<file path="config.mk">
export PLATFORM = sky130hd
export DESIGN_NAME = srt_prenorm_flat
export DESIGN_NICKNAME = d
export VERILOG_FILES = /design/src/rtl/srt_prenorm_if.sv /design/src/rtl/srt_prenorm.sv /design/src/flat_wrapper.sv
export SDC_FILE = /design/constraint.sdc
export NUM_CORES = 1
export LEC_CHECK = 0
export ABC_AREA = 1
export CORE_MARGIN = 2
export CORE_UTILIZATION = 33
export DETAILED_ROUTE_END_ITERATION = 8
export GPL_TIMING_DRIVEN = 1
export PLACE_DENSITY = 0.66
export RECOVER_POWER = 100
export SYNTH_ARGS = -nofsm -noshare
export SYNTH_HDL_FRONTEND = slang
export SYNTH_SLANG_ARGS = --single-unit
</file>
<file path="constraint.sdc">
create_clock -name clk -period 1.05 [get_ports clk]
set_input_delay 0.21 -clock clk [delete_from_list [all_inputs] [get_ports clk]]
set_output_delay 0.21 -clock clk [all_outputs]
set_load 0.05 [all_outputs]
</file>
<file path="src/rtl/srt_prenorm_if.sv">
// Operand/result handshake bundle between the upstream source, srt_prenorm and the SRT divider core.
// master = upstream/core side, slave = srt_prenorm side.
interface srt_prenorm_if #(
    parameter int WIDTH = 8,
    parameter int SHW   = $clog2(WIDTH)
);
    logic             in_valid;
    logic             in_ready;
    logic [WIDTH-1:0] n_in;
    logic [WIDTH-1:0] d_in;
    logic             out_valid;
    logic             out_ready;
    logic [WIDTH-1:0] n_out;
    logic [WIDTH-1:0] d_out;
    logic [SHW-1:0]   shamt;
    logic             div_by_zero;

    modport master (
        output in_valid, n_in, d_in, out_ready,
        input  in_ready, out_valid, n_out, d_out, shamt, div_by_zero
    );

    modport slave (
        input  in_valid, n_in, d_in, out_ready,
        output in_ready, out_valid, n_out, d_out, shamt, div_by_zero
    );
endinterface

</file>
<file path="src/rtl/srt_prenorm.sv">
// Divisor pre-normalisation for the radix-4 SRT core: shifts the divisor left until its MSB is set.
// Optional macro SRT_PRENORM_FAST_LZC_EN: single-cycle shift via a leading-zero encoder.
module srt_prenorm #(
    parameter int WIDTH = 8,
    parameter int SHW   = $clog2(WIDTH)
) (
    input  logic         clk,
    input  logic         resetn,
    srt_prenorm_if.slave bus
);

    typedef enum logic [1:0] {
        IDLE,
        NORM,
        DONE
    } state_t;

    state_t           state_q, state_d;
    logic [WIDTH-1:0] n_q, n_d;
    logic [WIDTH-1:0] d_q, d_d;
    logic [SHW-1:0]   shamt_q, shamt_d;
    logic             dbz_q, dbz_d;

`ifdef SRT_PRENORM_FAST_LZC_EN
    logic [SHW-1:0] lzc;
    logic [SHW-1:0] lzc_q, lzc_d;
    logic           lzcFound;

    // A zero divisor yields a count of 0, so it passes through unshifted.
    always_comb begin
        lzc      = '0;
        lzcFound = 1'b0;
        for (int i = WIDTH - 1; i >= 0; i--) begin
            if (!lzcFound && bus.d_in[i]) begin
                lzc      = SHW'(WIDTH - 1 - i);
                lzcFound = 1'b1;
            end
        end
    end
`endif

    always_ff @(posedge clk or negedge resetn) begin
        if (!resetn) begin
            state_q <= IDLE;
            n_q     <= '0;
            d_q     <= '0;
            shamt_q <= '0;
            dbz_q   <= 1'b0;
`ifdef SRT_PRENORM_FAST_LZC_EN
            lzc_q   <= '0;
`endif
        end else begin
            state_q <= state_d;
            n_q     <= n_d;
            d_q     <= d_d;
            shamt_q <= shamt_d;
            dbz_q   <= dbz_d;
`ifdef SRT_PRENORM_FAST_LZC_EN
            lzc_q   <= lzc_d;
`endif
        end
    end

    always_comb begin
        state_d = state_q;
        n_d     = n_q;
        d_d     = d_q;
        shamt_d = shamt_q;
        dbz_d   = dbz_q;
`ifdef SRT_PRENORM_FAST_LZC_EN
        lzc_d   = lzc_q;
`endif
        case (state_q)
            IDLE: begin
                if (bus.in_valid) begin
                    n_d     = bus.n_in;
                    d_d     = bus.d_in;
                    shamt_d = '0;
                    dbz_d   = (bus.d_in == '0);
`ifdef SRT_PRENORM_FAST_LZC_EN
                    lzc_d   = lzc;
`endif
                    state_d = NORM;
                end
            end
            NORM: begin
`ifdef SRT_PRENORM_FAST_LZC_EN
                d_d     = d_q << lzc_q;
                shamt_d = lzc_q;
                state_d = DONE;
`else
                // The MSB check bounds shamt at WIDTH-1, so it cannot wrap.
                if (!d_q[WIDTH-1] && (d_q != '0)) begin
                    d_d     = d_q << 1;
                    shamt_d = shamt_q + SHW'(1);
                end else begin
                    state_d = DONE;
                end
`endif
            end
            DONE: begin
                if (bus.out_ready) begin
                    state_d = IDLE;
                end
            end
            default: state_d = IDLE;
        endcase
    end

    assign bus.in_ready    = (state_q == IDLE);
    assign bus.out_valid   = (state_q == DONE);
    assign bus.n_out       = n_q;
    assign bus.d_out       = d_q;
    assign bus.shamt       = shamt_q;
    assign bus.div_by_zero = dbz_q;

endmodule
</file>
<file path="src/flat_wrapper.sv">
// flat-port wrapper written by rule: the top's interface ports become plain ports
module srt_prenorm_flat 
#(
    parameter int WIDTH = 8,
    parameter int SHW   = $clog2(WIDTH)
)
  (clk, resetn, bus_in_valid, bus_n_in, bus_d_in, bus_out_ready, bus_in_ready, bus_out_valid, bus_n_out, bus_d_out, bus_shamt, bus_div_by_zero);
  srt_prenorm_if #(.WIDTH(WIDTH), .SHW(SHW)) bus_i ();
  input  logic clk;
  input  logic resetn;
  input wire logic [$bits(bus_i.in_valid)-1:0] bus_in_valid;
  input wire logic [$bits(bus_i.n_in)-1:0] bus_n_in;
  input wire logic [$bits(bus_i.d_in)-1:0] bus_d_in;
  input wire logic [$bits(bus_i.out_ready)-1:0] bus_out_ready;
  output wire logic [$bits(bus_i.in_ready)-1:0] bus_in_ready;
  output wire logic [$bits(bus_i.out_valid)-1:0] bus_out_valid;
  output wire logic [$bits(bus_i.n_out)-1:0] bus_n_out;
  output wire logic [$bits(bus_i.d_out)-1:0] bus_d_out;
  output wire logic [$bits(bus_i.shamt)-1:0] bus_shamt;
  output wire logic [$bits(bus_i.div_by_zero)-1:0] bus_div_by_zero;
  assign bus_i.in_valid = bus_in_valid;
  assign bus_i.n_in = bus_n_in;
  assign bus_i.d_in = bus_d_in;
  assign bus_i.out_ready = bus_out_ready;
  assign bus_in_ready = bus_i.in_ready;
  assign bus_out_valid = bus_i.out_valid;
  assign bus_n_out = bus_i.n_out;
  assign bus_d_out = bus_i.d_out;
  assign bus_shamt = bus_i.shamt;
  assign bus_div_by_zero = bus_i.div_by_zero;
  srt_prenorm #(.WIDTH(WIDTH), .SHW(SHW)) u_core (.clk(clk), .resetn(resetn), .bus(bus_i));
endmodule
</file>
== Word level (Yosys, flattened, before mapping) ==
Cells that the tools add are included.

* Register bits after elaboration: 22
* Bits in latches: 0
* Memory bits (writable): 0
* Memory bits (read-only): 0
* Input bits: 20
* Output and inout bits: 22
* Logic and storage cells: 31
* Memories kept: 0

* $add $sub $neg: 1
* $mul: 0
* Divide/modulo/power cells: 0
* Order comparisons: 0
* Equal/unequal tests: 6
* Shift operators: 0
* Mux-type cells: 10
* Bitwise gates (word level): 0
* Reduce and logical (&&, ||, !) cells: 9

{| class="wikitable"
|+ Operators by type and width
! kind !! count
|-
| 2-to-1 mux 8 bit || 2
|-
| case mux 8 bit (2 select lines) || 1
|-
| zero test 8 bit || 1
|-
| nonzero test 8 bit || 1
|-
| 2-to-1 mux 2 bit || 3
|-
| 2-to-1 mux 3 bit || 2
|-
| != test 2 bit, second input constant || 3
|-
| case mux 2 bit (3 select lines) || 1
|-
| case mux 3 bit (2 select lines) || 1
|-
| AND reduction 3 bit || 2
|-
| adder 3 x 1 -> 3 bit, second input constant || 1
|-
| equality test 2 x 1 -> 1 bit, second input constant || 1
|-
| equality test 2 bit, second input constant || 1
|-
| zero test 2 bit || 1
|-
| != test 2 x 1 -> 1 bit, second input constant || 1
|-
| AND reduction 2 bit || 1
|-
| nonzero test 2 bit || 1
|-
| logical AND 1 bit || 1
|-
| zero test 1 bit || 1
|}

== Depth between registers and ports, before layout ==
Gate-level depths: netlist of the first run.

* Depth in word-level cells: 4
* Gate-level depth with buffers: 8
* Depth with buffers taken out: 7

== Worst setup path before layout of the first run ==
Ideal clock, no wire load.

* Path type: register to register
* From: register u_core.state_q[0]
* To: register u_core.d_q[1] (netlist: u_core.bus.d_out[1])
* Setup time: 0.119 ns
* Arrival: 1.714 ns
* Data required time: 0.931 ns
* Slack: -0.783 ns
* Stages on the path, launching flop included: 6
* Buffers on the path: 1
* Clock period less this slack: 1.833 ns
* Cells stage by stage: dfrtp_1 > nor2_1 > nand2_1 > buf_2 > nand3_1 > nand2_1

* Word-level cells in the longest chain between the ends: 3
* Elaborated cells between the ends (all ways): 7
* Classes of those cells: eq/ne (3); mux (1); reduce/logical (3)

{| class="wikitable"
|+ RTL lines
! item !! RTL line !! RTL
|-
| start, declared || srt_prenorm.sv:18 || <nowiki>state_t state_q, state_d;</nowiki>
|-
| start signal, assigned || srt_prenorm.sv:53 || <nowiki>state_q <= state_d;</nowiki>
|-
| zero test 2 bit * || n/a ||
|-
| named net bus_in_ready || flat_wrapper.sv:15 || <nowiki>output wire logic [$bits(bus_i.in_ready)-1:0] bus_in_ready;</nowiki>
|-
| != test 2 bit (no line) or nonzero test 2 bit (tied branches) || n/a ||
|-
| AND reduction 3 bit (no line) || n/a ||
|-
| end signal, assigned || srt_prenorm.sv:46 || <nowiki>d_q <= '0;</nowiki>
|-
| end signal, assigned || srt_prenorm.sv:55 || <nowiki>d_q <= d_d;</nowiki>
|-
| end, declared || srt_prenorm.sv:20 || <nowiki>logic [WIDTH-1:0] d_q, d_d;</nowiki>
|}

Mark *: on every way through the listed nets, which the timed path passes. The rest lies on a longest branch.
A chain may end at the register's enable or synchronous reset.

== Final worst setup path of the first run ==
* From: register u_core.state_q[1]
* To: output port bus_out_valid

* Word-level cells in the longest chain between the ends: 1

{| class="wikitable"
|+ RTL lines
! item !! RTL line !! RTL
|-
| equality test 2 bit || srt_prenorm.sv:111 || <nowiki>assign bus.out_valid = (state_q == DONE);</nowiki>
|-
| end, declared || flat_wrapper.sv:16 || <nowiki>output wire logic [$bits(bus_i.out_valid)-1:0] bus_out_valid;</nowiki>
|}

No other way between the ends.

==> impl_results.md, run 1 <==
* Status: finished, violations left
* Violations in the final reports: setup timing
* Combined area of the multi-input logic cells at 608 um^2
* Clock edge transition at the registers on the reported setup and hold paths at 130 ps
* Average cell area after synthesis at 7.74 um^2
* Net count of the mapped netlist at 157
* Leak at 1.16 nW
* M2 GR Usage at 40.5%
* Most common cell after layout, fill and taps aside: sky130_fd_sc_hd__nand2_1
* Number of slew-limit violations in the final report at 0
* Iteration-0 DRC count of the detailed router at 25
* Clock sinks at 22
* Worst flop-to-flop path startpoint: u_core.state_q[1]
* Total number of yosys warnings at 0
* CTS Hold Bufs at 0
* Worst slew slack as a fraction of its limit at 63.4%
* Proportion of total power due to net switching at 46.1%
* Data required, critical path at 840 ps
* Critical path's slowest cell: sky130_fd_sc_hd__dfrtp_1
* Slew @ Worst Pin at 549 ps
* Synth-to-Final Area Change at 126%
* Setup-violating endpoint count in the final report at 44
* DRC violation count after routing at 0
* Met1 usage in global routing at 24.4%
* Placement-stage worst setup slack at -297 ps
* Critical path endpoint category: primary output
* Clock H-tree levels at 1
* Proportion of synthesized chip area in sequential cells at 52.3%
* Number of max-cap violations at 0
* CTS buffer count at 3
* Die Span Y at 60.5 um
* Cell Area, Synth at 1050 um^2
* Kind of path behind the tightest hold check: primary input to asynchronous set/reset pin
* Clk_lat worst skew at 330 ps
* Placement Rows at 20
* Worst Path Class, Setup: flip-flop to primary output
* Proportion of power drawn by the clock network at 5.3%
* Final-stage net count at 249
* Maximum number of pins on one net before global-route repair at 23
* Most frequent cells in the layout: 41 x sky130_fd_sc_hd__nand2_1, 29 x sky130_fd_sc_hd__buf_4, 23 x sky130_fd_sc_hd__buf_12
* Final hold viol count at 0
* Final setup skew at 7.72 ps
* Post-Route Hold Slack at 376 ps
* Post-layout worst setup margin at -431 ps
* Fin crit share at 141%
* Met3 GRT Util at 4.05%
* Sequential cell area at 563 um^2
* Number of placed cells counting well taps at 247
* Overall die area at 3660 um^2
* CTS tree: built
* Critical path arrival at 1270 ps
* Part of the power in combinational logic at 74.4%
* Initial core utilization at 34.5%
* Total I/O pin count at 42
* Type of origin of the critical path: flip-flop
* Global-route wire length before repair at 5.92 mm
* Flip-flop and latch count after synthesis at 22
* Core Box Area at 3050 um^2
* Maximum cell stage delay along the critical path at 480 ps
* Number of fill cells in the layout at 216
* Global-route usage over all layers at 21.6%
* Avg WL per Cell at 14.5 um
* Distinct cell type count of the synthesized netlist at 17
* Sequential Power Share at 20.3%
* CP startpoint: u_core.state_q[1]
* Switching pwr at 3.84 mW
* P_int at 4.49 mW
* Final estimated routing congestion in global placement at 0.769
* DP HPWL at 2.41 mm
* Detailed-route wire length at 3.94 mm
* Synthesized netlist cell count at 136
* Total overflow reported by the global router at 0
* Number of antenna repair diodes at 0
* Via density at 4.74
* Worst supply voltage drop on vdd at 2.17 mV
* Number of global-route vias before repair at 1313
* Chip Width at 60.5 um
* Power density over cell area at 3500 nW/um^2
* Maximum buffer depth of the clock tree at 2
* Final Critical Period at 1480 ps
* RSZ-0062 raised after global routing: yes
* Share of post-route cells with drive strength above 1 at 55.5%
* Finished Layout Cells at 271
* Most heavily used metal layer in global routing: met2
* Maximum clock frequency at 675 MHz
* Total number of vias at 1285
* Number of nets still failing antenna checks after routing at 0
* Root buffer cell: sky130_fd_sc_hd__clkbuf_4
* Antenna violations before repair at 0
* Detailed-router iteration count before antenna repair at 4
* Maximum fanout along the worst path at 2
* Critical path cell sequence: inv_2 -> buf_6 -> nor2_4 -> buf_12
* Quantity of I/O buffers inserted on ports at 41
power groups by stage:
stage                     clock [mW]  combinational (mW)  sequential (mW)
after detailed placement           0                4.95             1.58
after global placement             0                4.84             1.56
final                          0.438                6.19             1.69
after CTS                      0.429                5.69             1.64
after global routing           0.458                6.50             1.72
after floorplan                    0                1.18             2.64
synth_stat cells (all sizes together):
cell type	count	area (um^2)
buf	4	26.3
a21oi	1	5.00
inv	11	41.3
o21ai	8	43.8
nor2	8	32.5
nand2	62	238
nand4	4	25.0
nand3	12	60.1
dfrtp	22	551
or2	1	6.26
nand3b	1	7.51
ha	1	12.5
clkinv	1	3.75
sequential cells by signal, summed over array words and instances, names as in the netlist:
| signal | cells |
|---|---|
| u_core.bus.shamt | 3 |
| u_core.bus.d_out | 8 |
| u_core.bus.n_out | 8 |
| u_core.state_q | 2 |
| u_core.bus.div_by_zero | 1 |
worst max-delay path: cells and delay by family, from the launching register on:
kind | cells | cell delay [ps]
DFF | 1 | 480
buffers and inverters | 3 | 340
and+or+nand+nor | 1 | 120
area by class of cell:
cell class	count	area share, %
repair buffers	90	45.3
flip-flops and latches	22	23.7
clock buffers	4	1.11
well taps	44	2.32
multi-input cells	99	25.6
inverters	12	2.00
final timing paths:
path                                  endpoint  slack (ps)  cells after the start
setup / recovery                 bus_out_valid        -430                      4
hold / removal             u_core.bus.shamt[1]         380                      2
max in group asynchronous    u_core.state_q[0]         270                      2
min in group clk           u_core.bus.n_out[1]         410                      3
hold reg to reg            u_core.bus.n_out[7]         580                      2
setup reg to reg           u_core.bus.d_out[3]        -370                      7
layer usage:
layer,vias up,share of wire [%]
met1,615,36
met2,48,55
met5,-,0
li1,609,-
met4,0,3.2
met3,13,5.5
kinds of logic after synthesis:
logic type,Yosys count,synth area share (%)
AO/OA/AOI/OAI,9,4.64
adder cells (fa/ha/maj),1,1.19
buffers and inverters,16,6.78
flip-flops,22,52.3
AND/OR/NAND/NOR,88,35.1
metrics by stage:
stage	TNS, ps	cell area [um^2]	power (mW)	utilization, %
detailed placement	-5080	1980	6.52	65.0
CTS	-6090	2250	7.76	73.9
global placement	-4510	1980	6.39	65.0
global route	-9450	2380	8.68	77.8
finish	-8490	2380	8.32	77.8
floorplan	-4860	1100	3.83	-
repair_timing:
| item | CTS | global route |
|---|---|---|
| pin swaps | 13 | 7 |
| endpoints found under the setup margin | 44 | 44 |
| gates resized for setup | 42 | 24 |
| buffers inserted | 11 | 8 |
| gates cloned | 1 | 0 |
Power figures use the tool's default switching activity.
==> inputs of run 2 (changes only) <==
--- a/config.mk
+++ b/config.mk
@@ -12,6 +12,7 @@
 export GPL_TIMING_DRIVEN = 1
 export PLACE_DENSITY = 0.66
 export RECOVER_POWER = 100
+export SKIP_LAST_GASP = 1
 export SYNTH_ARGS = -nofsm -noshare
 export SYNTH_HDL_FRONTEND = slang
 export SYNTH_SLANG_ARGS = --single-unit
==> impl_results.md, run 2 (synthesis results as in run 1) <==
* Status: finished, violations left
* Violations in the final reports: setup timing
* Initial core utilization at 34.5% (unchanged)
* Fin crit share at 138% (-3.3 points)
* Maximum clock frequency at 692 MHz (+2.4%)
* Final setup skew at 3.74 ps (-3.98 ps)
* Synth-to-Final Area Change at 131%
* Die Span Y at 60.5 um (unchanged)
* Finished Layout Cells at 276 (+1.8%)
* Utilization after layout at 79.6% (+1.8 points)
* Worst supply voltage drop on vdd at 2.28 mV (+4.9%)
* Setup-violating endpoint count in the final report at 44 (unchanged)
* Slew @ Worst Pin at 580 ps (+31.5 ps)
* Critical path arrival at 1240 ps (-30 ps)
* Placement Rows at 20 (unchanged)
* DRC violation count after routing at 0 (unchanged)
* Maximum fanout along the worst path at 3 (+1)
* Global-route wire length before repair at 5.86 mm (-1.0%)
* Maximum cell stage delay along the critical path at 460 ps (-20 ps)
* Final hold viol count at 0 (unchanged)
* Type of origin of the critical path: flip-flop
* RSZ-0062 raised after global routing: yes
* Clock edge transition at the registers on the reported setup and hold paths at 130 ps (about the same)
* Total placed instance area at 1980 um^2 (unchanged)
* Detailed-route wire length at 3.96 mm (+0.61%)
* Worst Path Class, Setup: flip-flop to primary output
* Root buffer cell: sky130_fd_sc_hd__clkbuf_4
* Iteration-0 DRC count of the detailed router at 31 (+24%)
* Setup_tns at -8110 ps (+384 ps)
* CTS Hold Bufs at 0 (unchanged)
* Quantity of I/O buffers inserted on ports at 41 (unchanged)
* CTS tree: built
* Antenna violations before repair at 0 (unchanged)
* Worst slew slack as a fraction of its limit at 61.3% (-2.1 points)
* Clock H-tree levels at 1 (unchanged)
* Total overflow reported by the global router at 0 (unchanged)
* Number of antenna repair diodes at 0 (unchanged)
* CTS buffer count at 3 (unchanged)
* Number of placed cells counting well taps at 247 (unchanged)
* Critical path cell sequence: buf_4 -> nor2_4 -> buf_12
* Overall die area at 3660 um^2 (unchanged)
* Data required, critical path at 840 ps (about the same)
* Power density over cell area at 3490 nW/um^2 (-0.23%)
* Number of max-cap violations at 0 (unchanged)
* Share of post-route cells with drive strength above 1 at 56.5% (+0.96 points)
* Most common cell after layout, fill and taps aside: sky130_fd_sc_hd__nand2_1
* Total I/O pin count at 42 (unchanged)
* Total number of vias at 1319 (+2.6%)
* Detailed-router iteration count before antenna repair at 4 (unchanged)
* Maximum buffer depth of the clock tree at 2 (unchanged)
* Avg WL per Cell at 14.4 um (-1.2%)
* Number of nets still failing antenna checks after routing at 0 (unchanged)
* Number of global-route vias before repair at 1294 (-1.4%)
* Clk_lat worst skew at 330 ps (about the same)
* Post-layout worst setup margin at -396 ps (+34.8 ps)
* Leak at 1.18 nW (+2.5%)
* Critical path endpoint category: primary output
* Placement-stage worst setup slack at -297 ps (unchanged)
* Most frequent cells in the layout: 41 x sky130_fd_sc_hd__nand2_1, 34 x sky130_fd_sc_hd__buf_4, 23 x sky130_fd_sc_hd__buf_12
* Overall power at 8.49 mW (+2.0%)
* Final-stage net count at 254 (+2.0%)
* Final standard cell area without fillers at 2430 um^2 (+2.3%)
* Number of slew-limit violations in the final report at 0 (unchanged)
* Final Critical Period at 1450 ps (-34.8 ps)
* Post-Route Hold Slack at 393 ps (+17.8 ps)
* Core Box Area at 3050 um^2 (unchanged)
* Reg-to-reg setup timing slack at -310 ps (+60 ps)
* Clock sinks at 22 (unchanged)
* DP HPWL at 2.41 mm (unchanged)
* Chip Width at 60.5 um (unchanged)
* Kind of path behind the tightest hold check: primary input to asynchronous set/reset pin
* Global-route usage over all layers at 21.4% (-0.18 points)
* Final estimated routing congestion in global placement at 0.769 (unchanged)
* Via density at 4.78 (+0.79%)
* Critical path's slowest cell: sky130_fd_sc_hd__dfrtp_1
* Maximum number of pins on one net before global-route repair at 23 (unchanged)
run 2: cell types whose count changed in the layout (fill, tap and decap cells not counted):
cell	before	now
sky130_fd_sc_hd__nand3_1	2	1
sky130_fd_sc_hd__nand2_4	2	3
sky130_fd_sc_hd__nand2_2	19	18
sky130_fd_sc_hd__dfrtp_1	12	13
sky130_fd_sc_hd__nand3_4	0	1
sky130_fd_sc_hd__buf_4	29	34
sky130_fd_sc_hd__dfrtp_2	10	9
run 2: path summary, 6_finish.rpt:
path | depth (start not counted) | from | to
max | 3 | u_core.state_q[0] | bus_out_valid
min | 2 | resetn | u_core.bus.shamt[2]
max reg2reg | 6 | u_core.bus.d_out[4] | u_core.bus.d_out[3]
min reg2reg | 2 | u_core.bus.n_out[7] | u_core.bus.n_out[7]
max in group asynchronous | 2 | resetn | u_core.bus.d_out[2]
min in group clk | 3 | bus_n_in[7] | u_core.bus.n_out[7]
run 2: power by group:
| group | internal [mW] | switching (mW) | leakage [nW] |
|---|---|---|---|
| Clock | 0.149 | 0.286 | 0.0150 |
| Combinational | 3.23 | 3.16 | 0.903 |
| Sequential | 1.24 | 0.429 | 0.267 |
run 2: critical path, delay by kind of cell (launching register included):
family | cells | cell delay (ps)
flip-flops | 1 | 460
buffers and inverters | 2 | 320
AND/OR/NAND/NOR | 1 | 130
run 2: layer usage:
layer | part of all wire, % | wire, um | GRT usage (%) | vias up
met2 | 53 | 2090 | 40.4 | 55
li1 | - | - | - | 624
met4 | 4.4 | 175 | 6.52 | 0
met5 | 0 | 0 | 0 | -
met1 | 37 | 1470 | 24.7 | 625
met3 | 5.6 | 223 | 3.62 | 15
run 2: area by class of cell:
cell class | instances | area [um^2]
clock buffers | 4 | 26.3
repair buffers | 95 | 1110
inverters | 12 | 47.5
flip-flops and latches | 22 | 562
fillers | 197 | 623
multi-input cells | 99 | 626
well taps | 44 | 55.1
run 2: repair_timing:
| action | CTS | global route |
|---|---|---|
| gates resized for setup | 38 | 31 |
| pin swaps | 12 | 14 |
| setup endpoints to repair | 44 | 44 |
| buffers inserted | 11 | 14 |
| cloned | 1 | 0 |
==> inputs of run 3 (changes only) <==
--- a/config.mk
+++ b/config.mk
@@ -12,6 +12,7 @@
 export GPL_TIMING_DRIVEN = 1
 export PLACE_DENSITY = 0.66
 export RECOVER_POWER = 100
+export SETUP_SLACK_MARGIN = 0.1
 export SKIP_LAST_GASP = 1
 export SYNTH_ARGS = -nofsm -noshare
 export SYNTH_HDL_FRONTEND = slang
==> impl_results.md, run 3 (synthesis results as in run 1) <==
* Data required, critical path at 840 ps (about the same)
* Number of slew-limit violations in the final report at 0 (unchanged)
* Global-route wire length before repair at 5.64 mm (-3.7%)
* Maximum cell stage delay along the critical path at 430 ps (-30 ps)
* Setup-violating endpoint count in the final report at 44 (unchanged)
* Detailed-route wire length at 3.59 mm (-9.4%)
* CTS buffer count at 3 (unchanged)
* Worst flop-to-flop path startpoint: u_core.bus.d_out[0]
* Worst supply voltage drop on vdd at 2.28 mV (+0.18%)
* Root buffer cell: sky130_fd_sc_hd__clkbuf_4
* Violations in the final reports: setup timing
* Final Critical Period at 1400 ps (-46.2 ps)
* End of the worst register-to-register path: u_core.bus.shamt[2]
* Total I/O pin count at 42 (unchanged)
* Status: finished, violations left
* Most common cell after layout, fill and taps aside: sky130_fd_sc_hd__nand2_1
* Total number of vias at 1262 (-4.3%)
* Slew @ Worst Pin at 562 ps (-18.2 ps)
* Total placed instance area at 1980 um^2 (unchanged)
* Worst Path Class, Setup: flip-flop to primary output
* Critical path arrival at 1190 ps (-50 ps)
* Kind of path behind the tightest hold check: primary input to asynchronous set/reset pin
* Type of origin of the critical path: flip-flop
* Number of nets still failing antenna checks after routing at 0 (unchanged)
* Leak at 1.15 nW (-2.9%)
* Utilization after layout at 77.2% (-2.4 points)
* Maximum buffer depth of the clock tree at 2 (unchanged)
* Final setup skew at 5.04 ps (+1.31 ps)
* Clock sinks at 22 (unchanged)
* Number of antenna repair diodes at 0 (unchanged)
* Largest delay share family, worst path: flip-flops
* Post-layout worst setup margin at -350 ps (+46.2 ps)
* Total overflow reported by the global router at 0 (unchanged)
* DP HPWL at 2.35 mm (-2.3%)
* Final-stage net count at 248 (-2.4%)
* Critical path's slowest cell: sky130_fd_sc_hd__dfrtp_1
* Detailed-router iteration count before antenna repair at 4 (unchanged)
* Die Span Y at 60.5 um (unchanged)
* Setup_tns at -7410 ps (+697 ps)
* Placement Rows at 20 (unchanged)
* Quantity of I/O buffers inserted on ports at 41 (unchanged)
* Most frequent cells in the layout: 55 x sky130_fd_sc_hd__nand2_1, 27 x sky130_fd_sc_hd__buf_4, 22 x sky130_fd_sc_hd__buf_12
* Maximum number of pins on one net before global-route repair at 23 (unchanged)
* Clock edge transition at the registers on the reported setup and hold paths at 130 ps (about the same)
* DRC violation count after routing at 0 (unchanged)
* Critical path cell sequence: inv_2 -> buf_6 -> nor2_4 -> buf_12
* Avg WL per Cell at 13.3 um (-7.4%)
* Depth of the worst register-to-register path at 6 (unchanged)
* Clock H-tree levels at 1 (unchanged)
* Antenna violations before repair at 0 (unchanged)
* Fin crit share at 133% (-4.4 points)
* Reg-to-reg setup timing slack at -290 ps (+20 ps)
* Number of fill cells in the layout at 209 (+6.1%)
* Chip Width at 60.5 um (unchanged)
* RSZ-0062 raised after global routing: yes
* Clk_lat worst skew at 320 ps (about the same)
* Final hold viol count at 0 (unchanged)
* Iteration-0 DRC count of the detailed router at 19 (-39%)
* Global-route usage over all layers at 20.8% (-0.58 points)
* Maximum fanout along the worst path at 2 (-1)
* Power density over cell area at 3530 nW/um^2 (+0.88%)
* Core Box Area at 3050 um^2 (unchanged)
* Number of global-route vias before repair at 1329 (+2.7%)
* Initial core utilization at 34.5% (unchanged)
* CTS tree: built
* Maximum clock frequency at 714 MHz (+3.3%)
* Via density at 4.67 (-2.2%)
* Synth-to-Final Area Change at 124%
* Overall die area at 3660 um^2 (unchanged)
* Final estimated routing congestion in global placement at 0.774 (+0.64%)
* Share of post-route cells with drive strength above 1 at 49.6% (-6.9 points)
* Final standard cell area without fillers at 2360 um^2 (-3.0%)
* Worst slew slack as a fraction of its limit at 62.5% (+1.2 points)
* Number of max-cap violations at 0 (unchanged)
* Critical path endpoint category: primary output
* Number of buffers and inverters on the critical path at 3 (+1)
==> run 3: changes by cell type in the layout (fill, tap and decap cells not counted), sizes merged <==
cell	delta
nand2	-1
buf	-5
inv	-1
clkbuf	-1
clkinv	+1
bufinv	+1
==> run 3: how the worst max path moves through the flow <==
stage / from / end / depth (start not counted)
after detailed placement: bus_in_valid / u_core.bus.n_out[4] / 5
after floorplan: u_core.bus.d_out[5] / u_core.bus.d_out[7] / 6
final: u_core.state_q[1] / bus_out_valid / 4
after global placement: bus_in_valid / u_core.bus.div_by_zero / 5
after CTS: u_core.state_q[1] / bus_out_valid / 4
after global routing: u_core.state_q[1] / bus_out_valid / 4
==> run 3: final cells by class <==
class | instances | area [um^2] | share of cell area (%)
Clock inverter | 1 | 30.0 | 1.27
Sequential cell | 22 | 563 | 23.9
Multi-Input combinational cell | 98 | 562 | 23.8
Clock buffer | 3 | 22.5 | 0.955
Inverter | 12 | 50.0 | 2.12
Timing Repair Buffer | 90 | 1070 | 45.6
Tap cell | 44 | 55.1 | 2.34
==> run 3: worst reg2reg max path: cells and delay by family (launching register included) <==
family,cells,cell delay (ps)
flops,1,460
simple gates,5,530
compound gates,1,250
==> run 3: what timing repair did <==
item / 4_1_cts / 5_1_grt
pin swaps: 12 / 5
gates resized for setup: 39 / 11
setup buffers: 12 / 8
hold buffers: 0 / 0
setup endpoints to repair: 44 / 44
==> run 3: through the flow <==
stage	std cells	total power, mW	hold WS [ps]	setup WS, ps
final	270	8.31	401	-350
after CTS	263	8.01	220	-354
after floorplan	136	3.83	-85.6	-245
after global routing	270	8.69	417	-400
after detailed placement	247	6.50	525	-351
after global placement	247	6.41	518	-288
==> run 3: power breakdown <==
group	internal (mW)	switching, mW
Sequential	1.24	0.408
Combinational	3.04	2.95
Clock	0.386	0.287
Total	4.66	3.65
==> run 3: metal layers <==
| layer | share of wire, % | up-vias | GRT usage [%] |
|---|---|---|---|
| li1 | - | 606 | - |
| met1 | 39 | 605 | 23.0 |
| met2 | 54 | 44 | 38.0 |
| met3 | 5.8 | 7 | 5.54 |
| met4 | 1.5 | 0 | 8.39 |
| met5 | 0 | - | 0 |
==> edit: new RTL, config.mk and constraints of run 1 <==
Build with the macro `SRT_PRENORM_FAST_LZC_EN` defined.
--- a/src/rtl/srt_prenorm.sv
+++ b/src/rtl/srt_prenorm.sv
@@ -2,2 +2,4 @@
 // Optional macro SRT_PRENORM_FAST_LZC_EN: single-cycle shift via a leading-zero encoder.
+`define SRT_PRENORM_FAST_LZC_EN
+
 module srt_prenorm #(
Behaviour: not the same (a bounded check fails within 4 cycles, from zero or initial values and one cycle with resetn low).
==> edit against run 1 <==
- synthesized area increased by 27%
- combinational power increased by 11%
- largest cell class unchanged
- global-route usage decreased by 0.95 points
- sequential power increased by 10%
- setup slack improved by 0.079 ns
- power increased by 12%
- critical path type unchanged
- design area increased by 15%
- sequential cell count increased by 3
- wire length increased by 9.4%
- the run still ends with negative setup slack left
- synthesized cell count increased by 35%
- critical path depth unchanged
- largest power group unchanged
==> edit: results (changes against run 1) <==
| Metric | Value |
|---|---|
| Run status | `finished with violations` |
| Failing checks | `negative setup slack` |
| Peak VDD IR | `0.00222 V (+2.4%)` |
| Number of endpoints failing setup at the final stage | `46 (+4.5%)` |
| Vias in the first global route | `1,537 (+17%)` |
| Routed length on met1 | `1740 µm (+21%)` |
| Ranking of synthesized cells by instance count | `68 x sky130_fd_sc_hd__nand2_1, 25 x sky130_fd_sc_hd__dfrtp_1, 20 x sky130_fd_sc_hd__inv_1` |
| DR WL/cell | `13.1 µm (-9.9%)` |
| Post-synthesis adder-cell area fraction | `0% (-1.2 points)` |
| Number of nets in the final layout | `300 (+20%)` |
| Maximum fanout along the worst path | `3 (+1)` |
| Final WS setup | `-0.351 ns (+0.0794 ns)` |
| Layout filler cell count | `279 (+29%)` |
| Post-detail-place hpwl | `2900 µm (+21%)` |
| Die footprint | `4580 µm² (+25%)` |
| Register-to-Register Path Depth | `8 (+1)` |
| Vias per cell | `4.75 (+0.13%)` |
| WL met2 | `2180 µm (+0.74%)` |
| First-pass GRT wire length | `7000 µm (+18%)` |
| Buffer cell driving the clock tree root | `sky130_fd_sc_hd__clkbuf_8` |
| Number of nets produced by synthesis | `203 (+29%)` |
| Pin count of the biggest net entering global routing | `26 (+13%)` |
| Slowest cell delay on critical path | `0.42 ns (-0.06 ns)` |
| Met3 WL | `236 µm (+9.8%)` |
| Clock slew at the register clock pins of the worst setup and hold paths | `0.09 ns (-0.04 ns)` |
| Fraction of the yosys area taken by sequential cells | `46.8% (-5.5 points)` |
| Internal reg-to-reg setup slack | `-0.32 ns (+0.05 ns)` |
edit: layout make-up:
| type | count | area [µm²] | share of cell area [%] |
|---|---|---|---|
| Multi-Input combinational cell | 130 | 758 | 27.8 |
| Inverter | 23 | 106 | 3.90 |
| Tap cell | 50 | 62.6 | 2.29 |
| Sequential cell | 25 | 627 | 23.0 |
| Clock buffer | 4 | 45.0 | 1.65 |
| Timing Repair Buffer | 97 | 1130 | 41.3 |
edit: routing by layer:
metal  vias to the layer above  GRT usage (%)
met5                         -              0
met4                         0           8.42
met3                        19           3.67
met2                        60           35.2
met1                       712           25.6
li1                        771              -
edit: metrics by stage:
step | std cells | worst slack (ns) | instance area (µm²) | total power (W) | TNS (ns)
finish | 329 | -0.351 | 2730 | 0.00935 | -7.50
global route | 329 | -0.406 | 2730 | 0.00989 | -9.63
CTS | 320 | -0.323 | 2570 | 0.00889 | -6.48
detailed placement | 304 | -0.456 | 2290 | 0.00749 | -6.96
global placement | 304 | -0.413 | 2290 | 0.00743 | -6.64
floorplan | 183 | -0.292 | 1360 | 0.00457 | -5.62
edit: repair_timing:
item	CTS	global route
buffers inserted	13	9
endpoints found under the hold margin	0	0
pin swaps	10	13
endpoints found under the setup margin	47	47
resized for setup	54	33
edit: worst max path at each step:
| stage | endpoint |
|---|---|
| global placement | u_core.lzc_q[1] |
| CTS | bus_in_ready |
| finish | bus_out_valid |
| detailed placement | u_core.lzc_q[1] |
| floorplan | u_core.bus.d_out[6] |
| global route | u_core.bus.d_out[4] |
edit: power by group through the flow:
stage	Sequential, W	Clock (W)	Combinational (W)
final	0.00186	0.000596	0.00689
after global routing	0.00190	0.000646	0.00734
after CTS	0.00184	0.000604	0.00645
after detailed placement	0.00186	0	0.00563
after global placement	0.00185	0	0.00559
after floorplan	0.00288	0	0.00169
